<file path="src/rtl/key_evt_pkg.sv">
// key_evt_pkg: shared types and slave register map
// for the key edge-capture service master.
package key_evt_pkg;

  typedef enum logic [2:0] {
    INIT,
    IDLE,
    RD_EDGE,
    RD_LVL,
    CLR,
    PUSH
  } state_t;

  localparam logic [1:0] ADDR_DATA = 2'd0;
  localparam logic [1:0] ADDR_MASK = 2'd2;
  localparam logic [1:0] ADDR_EDGE = 2'd3;

endpackage

</file>
<file path="src/rtl/key_evt_fifo.sv">
// key_evt_fifo: synchronous FIFO with a combinational
// head and extra pointer bit for full/empty.
module key_evt_fifo #(
  parameter int W     = 6,
  parameter int DEPTH = 4
) (
  input  logic         clk,
  input  logic         reset_n,
  input  logic         push,
  input  logic         pop,
  input  logic [W-1:0] wdata,
  output logic         full,
  output logic         empty,
  output logic [W-1:0] head
);

  localparam int AW = $clog2(DEPTH);

  logic [W-1:0] mem [DEPTH];
  logic [AW:0]  wptr;
  logic [AW:0]  rptr;
  logic         do_push;
  logic         do_pop;

  assign empty = (wptr == rptr);
  assign full  = (wptr[AW] != rptr[AW]) &&
                 (wptr[AW-1:0] == rptr[AW-1:0]);

  // a pop frees the slot, so a full FIFO still accepts
  assign do_pop  = pop && !empty;
  assign do_push = push && (!full || do_pop);

  assign head = mem[rptr[AW-1:0]];

  always_ff @(posedge clk or negedge reset_n) begin
    if (!reset_n) begin
      wptr <= '0;
      rptr <= '0;
      for (int i = 0; i < DEPTH; i++) begin
        mem[i] <= '0;
      end
    end else begin
      if (do_push) begin
        mem[wptr[AW-1:0]] <= wdata;
        wptr <= wptr + 1'b1;
      end
      if (do_pop) begin
        rptr <= rptr + 1'b1;
      end
    end
  end

endmodule

</file>
<file path="src/rtl/key_event_master.sv">
// key_event_master: services the key edge-capture PIO
// and queues {level, edges} records for a consumer.
module key_event_master
  import key_evt_pkg::*;
#(
  parameter int               KEY_W      = 3,
  parameter logic [KEY_W-1:0] MASK_INIT  = {KEY_W{1'b1}},
  parameter int               FIFO_DEPTH = 4
) (
  input  logic               clk,
  input  logic               reset_n,
  output logic [1:0]         m_address,
  output logic               m_chipselect,
  output logic               m_write_n,
  output logic [31:0]        m_writedata,
  input  logic [31:0]        m_readdata,
  input  logic               irq,
  output logic               evt_valid,
  output logic [2*KEY_W-1:0] evt_data,
  input  logic               evt_ready,
  output logic               overflow,
  input  logic               ovf_clr
);

  state_t           state;
  logic [KEY_W-1:0] edges;
  logic [KEY_W-1:0] level;
  logic             push_req;
  logic             pop;
  logic             fifo_full;
  logic             fifo_empty;
  logic             unused_rd;

  assign unused_rd = ^m_readdata[31:KEY_W];

  // bus outputs carry the access of the state being entered
  always_ff @(posedge clk or negedge reset_n) begin
    if (!reset_n) begin
      state        <= INIT;
      m_chipselect <= 1'b0;
      m_write_n    <= 1'b1;
      m_address    <= ADDR_DATA;
      m_writedata  <= '0;
      edges        <= '0;
      level        <= '0;
    end else begin
      m_chipselect <= 1'b0;
      m_write_n    <= 1'b1;
      m_address    <= ADDR_DATA;
      m_writedata  <= '0;
      unique case (state)
        INIT: begin
          m_chipselect <= 1'b1;
          m_write_n    <= 1'b0;
          m_address    <= ADDR_MASK;
          m_writedata  <= 32'(MASK_INIT);
          state        <= IDLE;
        end
        IDLE: begin
          if (irq) begin
            m_chipselect <= 1'b1;
            m_address    <= ADDR_EDGE;
            state        <= RD_EDGE;
          end
        end
        RD_EDGE: begin
          m_chipselect <= 1'b1;
          m_address    <= ADDR_DATA;
          state        <= RD_LVL;
        end
        RD_LVL: begin
          edges        <= m_readdata[KEY_W-1:0];
          m_chipselect <= 1'b1;
          m_write_n    <= 1'b0;
          m_address    <= ADDR_EDGE;
          state        <= CLR;
        end
        CLR: begin
          level <= m_readdata[KEY_W-1:0];
          state <= PUSH;
        end
        PUSH: begin
          state <= IDLE;
        end
        default: begin
          state <= INIT;
        end
      endcase
    end
  end

  assign push_req  = (state == PUSH) && (edges != '0);
  assign evt_valid = !fifo_empty;
  assign pop       = evt_valid && evt_ready;

  always_ff @(posedge clk or negedge reset_n) begin
    if (!reset_n) begin
      overflow <= 1'b0;
    end else if (push_req && fifo_full && !pop) begin
      overflow <= 1'b1;
    end else if (ovf_clr) begin
      overflow <= 1'b0;
    end
  end

  key_evt_fifo #(
    .W     (2*KEY_W),
    .DEPTH (FIFO_DEPTH)
  ) u_fifo (
    .clk     (clk),
    .reset_n (reset_n),
    .push    (push_req),
    .pop     (pop),
    .wdata   ({level, edges}),
    .full    (fifo_full),
    .empty   (fifo_empty),
    .head    (evt_data)
  );

endmodule

</file>
<file path="config.mk">
export PLATFORM = sky130hd
export DESIGN_NAME = key_event_master
export DESIGN_NICKNAME = d
export VERILOG_FILES = /design/src/rtl/key_evt_pkg.sv /design/src/rtl/key_evt_fifo.sv /design/src/rtl/key_event_master.sv
export SDC_FILE = /design/constraint.sdc
export NUM_CORES = 1
export LEC_CHECK = 0
export CORE_MARGIN = 3
export CORE_UTILIZATION = 46
export DETAILED_ROUTE_END_ITERATION = 7
export PLACE_DENSITY = 0.81
export SKIP_CTS_REPAIR_TIMING = 1
export SYNTH_ARGS = -nofsm -noshare
export SYNTH_HDL_FRONTEND = slang
export SYNTH_SLANG_ARGS = --single-unit
</file>
<file path="constraint.sdc">
create_clock -name clk -period 2.5 [get_ports clk]
set_input_delay 0.5 -clock clk [delete_from_list [all_inputs] [get_ports clk]]
set_output_delay 0.5 -clock clk [all_outputs]
set_load 0.02 [all_outputs]
</file>
==> results.json <==
{
  "max_cap_viol_count": 0,
  "portBuffers": 22,
  "setup-violations-final": 0,
  "ys_seq_area_share_pct": 47.40,
  "path_buf_inv": 1,
  "vias_per_cell": 4.570,
  "status": "complete, no violations",
  "dieArea_mm2": 0.006069,
  "num_vias": 1211,
  "post-dp-hpwl_mm": 2.648,
  "gr-total-overflow": 0,
  "async_flop_share_pct": 100.0,
  "die_y_um": 77.91,
  "numCtsBuffers": 5,
  "gp_congestion": 0.7087,
  "power_density_mw_per_mm2": 1254,
  "ctsLongestPathBuffers": 2,
  "path_class": "reg -> out",
  "clock-sinks": 45,
  "syn_avg_cell_area_um2": 13.99,
  "reg2reg_setup_slack_ns": 0.36,
  "worst_slack_ns": 0.08369,
  "fillers": 404,
  "hold_viol": 0,
  "fmax_ghz": 0.4139,
  "antenna_found_initial": 0,
  "grt_pass1_vias": 1221,
  "synth_area_mm2": 0.002379,
  "whs_ns": 0.2769,
  "ir_drop_mv": 0.8059,
  "total_power_mw": 3.368,
  "critPathMaxStageDelay_ns": 0.58,
  "clockRootBuffer": "clkbuf_8",
  "crit_path_start_kind": "register",
  "drive_gt1_share_pct": 24.75,
  "initial_utilization_pct": 49.06,
  "crit_chain": "mux4_1 -> clkdlybuf4s50_1",
  "cts_tree": "yes",
  "areaGrowthSynthToFinish_pct": 12.94,
  "synth_flop_cell": "dfrtp_1",
  "end_kind": "output port",
  "slew_headroom_pct": 58.55,
  "p_leak_nw": 1.339,
  "grt_pass1_wl_mm": 5.989,
  "cp_max_fo": 7,
  "clk_latency_ns": 0.29,
  "arrival_ns": 1.92,
  "drt_iter0_markers": 73,
  "first_pass_iters": 4,
  "synthCells": 170,
  "die_w_um": 77.91,
  "critPathRequiredTime_ns": 2.00,
  "antenna_cells": 0,
  "hold_class": "in -> async",
  "ff2ff_path_depth": 6,
  "grtUsageTotal_pct": 12.69,
  "avgRoutedWirePerCell_um": 13.90,
  "drv_slew": 0,
  "reg2reg_to": "u_fifo.mem[5]$_DFFE_PN0P_",
  "ioPinCount": 81,
  "ys_types": 30,
  "yosys_warnings": 0,
  "worst_r2r_startpoint": "u_fifo.rptr[0]$_DFFE_PN0P_",
  "nets": 239,
  "synth-seq-cells": 45,
  "grt_max_degree": 46,
  "clkTransAtPathRegs_ns": 0.08,
  "design.core.area_mm2": 0.004848,
  "final_core_util_pct": 55.41,
  "rows": 25,
  "rsz0062_at_grt": "no",
  "slowest_stage": "mux4_1",
  "final_antenna_net_count": 0,
  "htreeDepth": 2,
  "fin_skew_ns": 0.006719,
  "path_delay_family": "multiplexers",
  "tightest_slew_ns": 0.6204,
  "place_ws_ns": 0.1512,
  "synth_edf_count": 0,
  "remaining_drc_errors": 0,
  "finalCriticalPeriod_ns": 2.416,
  "wirelength_mm": 3.683,
  "period_share_pct": 96.65
}
cell families after synthesis:
| kind of cell | synth area share (%) |
|---|---|
| buf+inv | 13.89 |
| flops | 47.40 |
| mux | 25.57 |
| simple gates | 5.891 |
| compound gates | 2.262 |
| xor+xnor | 2.209 |
| fa+ha+maj | 2.630 |
| other cells | 0.1577 |
worst register-to-register path, stage by stage (launching register included):
cell     delay [ns]
dfrtp_2        0.49
buf_4          0.18
xor2_1         0.16
or4_4          0.53
or3b_1         0.23
buf_12         0.14
mux2_4         0.30
worst max path at each step:
stage,startpoint,endpoint,slack [ns],cells after the start
floorplan,u_fifo.rptr[1]$_DFFE_PN0P_,u_fifo.mem[0]$_DFFE_PN0P_,0.58,6
global placement,evt_ready,u_fifo.mem[0]$_DFFE_PN0P_,0.16,5
CTS,u_fifo.rptr[0]$_DFFE_PN0P_,evt_data[0],-0.08,2
finish,u_fifo.rptr[0]$_DFFE_PN0P_,evt_data[1],0.08,2
detailed placement,evt_ready,u_fifo.mem[3]$_DFFE_PN0P_,0.15,5
global route,u_fifo.rptr[0]$_DFFE_PN0P_,evt_data[1],0.01,2
per-layer routing:
| layer | global-route usage [%] | wire length, um |
|---|---|---|
| met1 | 16.84 | 1701 |
| met4 | 4.196 | 36 |
| met2 | 20.46 | 1772 |
| met5 | 0 | 0 |
| met3 | 3.016 | 172 |
through the flow:
step / area, um2 / instances / setup TNS, ns
detailed placement: 2576 / 257 / 0
CTS: 2678 / 265 / -0.3022
floorplan: 2484 / 198 / 0
global placement: 2576 / 257 / 0
global route: 2686 / 265 / 0
finish: 2686 / 265 / 0
synthesized netlist by cell type, types with 2 or more instances:
cell	instances	share of area, %
nand2_1	4	0.63
dfrtp_1	44	46
xor2_1	2	0.74
buf_4	32	10
nor2b_1	2	0.53
nor3b_1	2	0.63
mux2_1	5	2.4
mux2_2	3	1.4
mux2_4	24	15
ha_1	5	2.6
xnor2_1	4	1.5
nor2_1	5	0.79
inv_1	9	1.4
mux4_1	6	6.6
buf_6	5	2.4
or3b_1	4	1.5
area by class of cell:
type,count,area [um2],share of cell area (%)
multi-input cells,107,1028,38.29
clock buffers,7,96.34,3.586
clock inverters,1,5.005,0.1863
flip-flops and latches,45,1129,42.01
repair buffers,29,310.3,11.55
inverters,9,33.78,1.258
well taps,67,83.83,3.121
power by group:
group	leakage [nW]	internal (mW)	switching, mW
Combinational	0.731	0.878	0.623
Clock	0.0542	0.250	0.232
Sequential	0.553	1.06	0.321
cells in the final DEF (no fill, tap or decap), types with 2 or more instances in the layout:
cell type | netlist | routed
dfrtp_1 | 44 | 43
conb_1 | 1 | 29
mux2_4 | 24 | 24
clkdlybuf4s50_1 | 0 | 19
inv_1 | 9 | 9
clkbuf_8 | 0 | 7
mux4_1 | 6 | 6
mux2_1 | 5 | 5
ha_1 | 5 | 5
nor2_1 | 5 | 4
xnor2_1 | 4 | 4
nand2_1 | 4 | 4
or3b_1 | 4 | 4
buf_4 | 32 | 4
mux2_2 | 3 | 3
buf_12 | 0 | 3
xor2_1 | 2 | 2
nor2b_1 | 2 | 2
nor3b_1 | 2 | 2
dlymetal6s2s_1 | 0 | 2
sequential cells by signal, summed over array words and instances (netlist names), 2 cells and up:
name,cells
u_fifo.rptr,3
m_address,2
state,3
level,3
edges,3
u_fifo.mem,24
u_fifo.wptr,3
(Power assumes the default switching activity.)
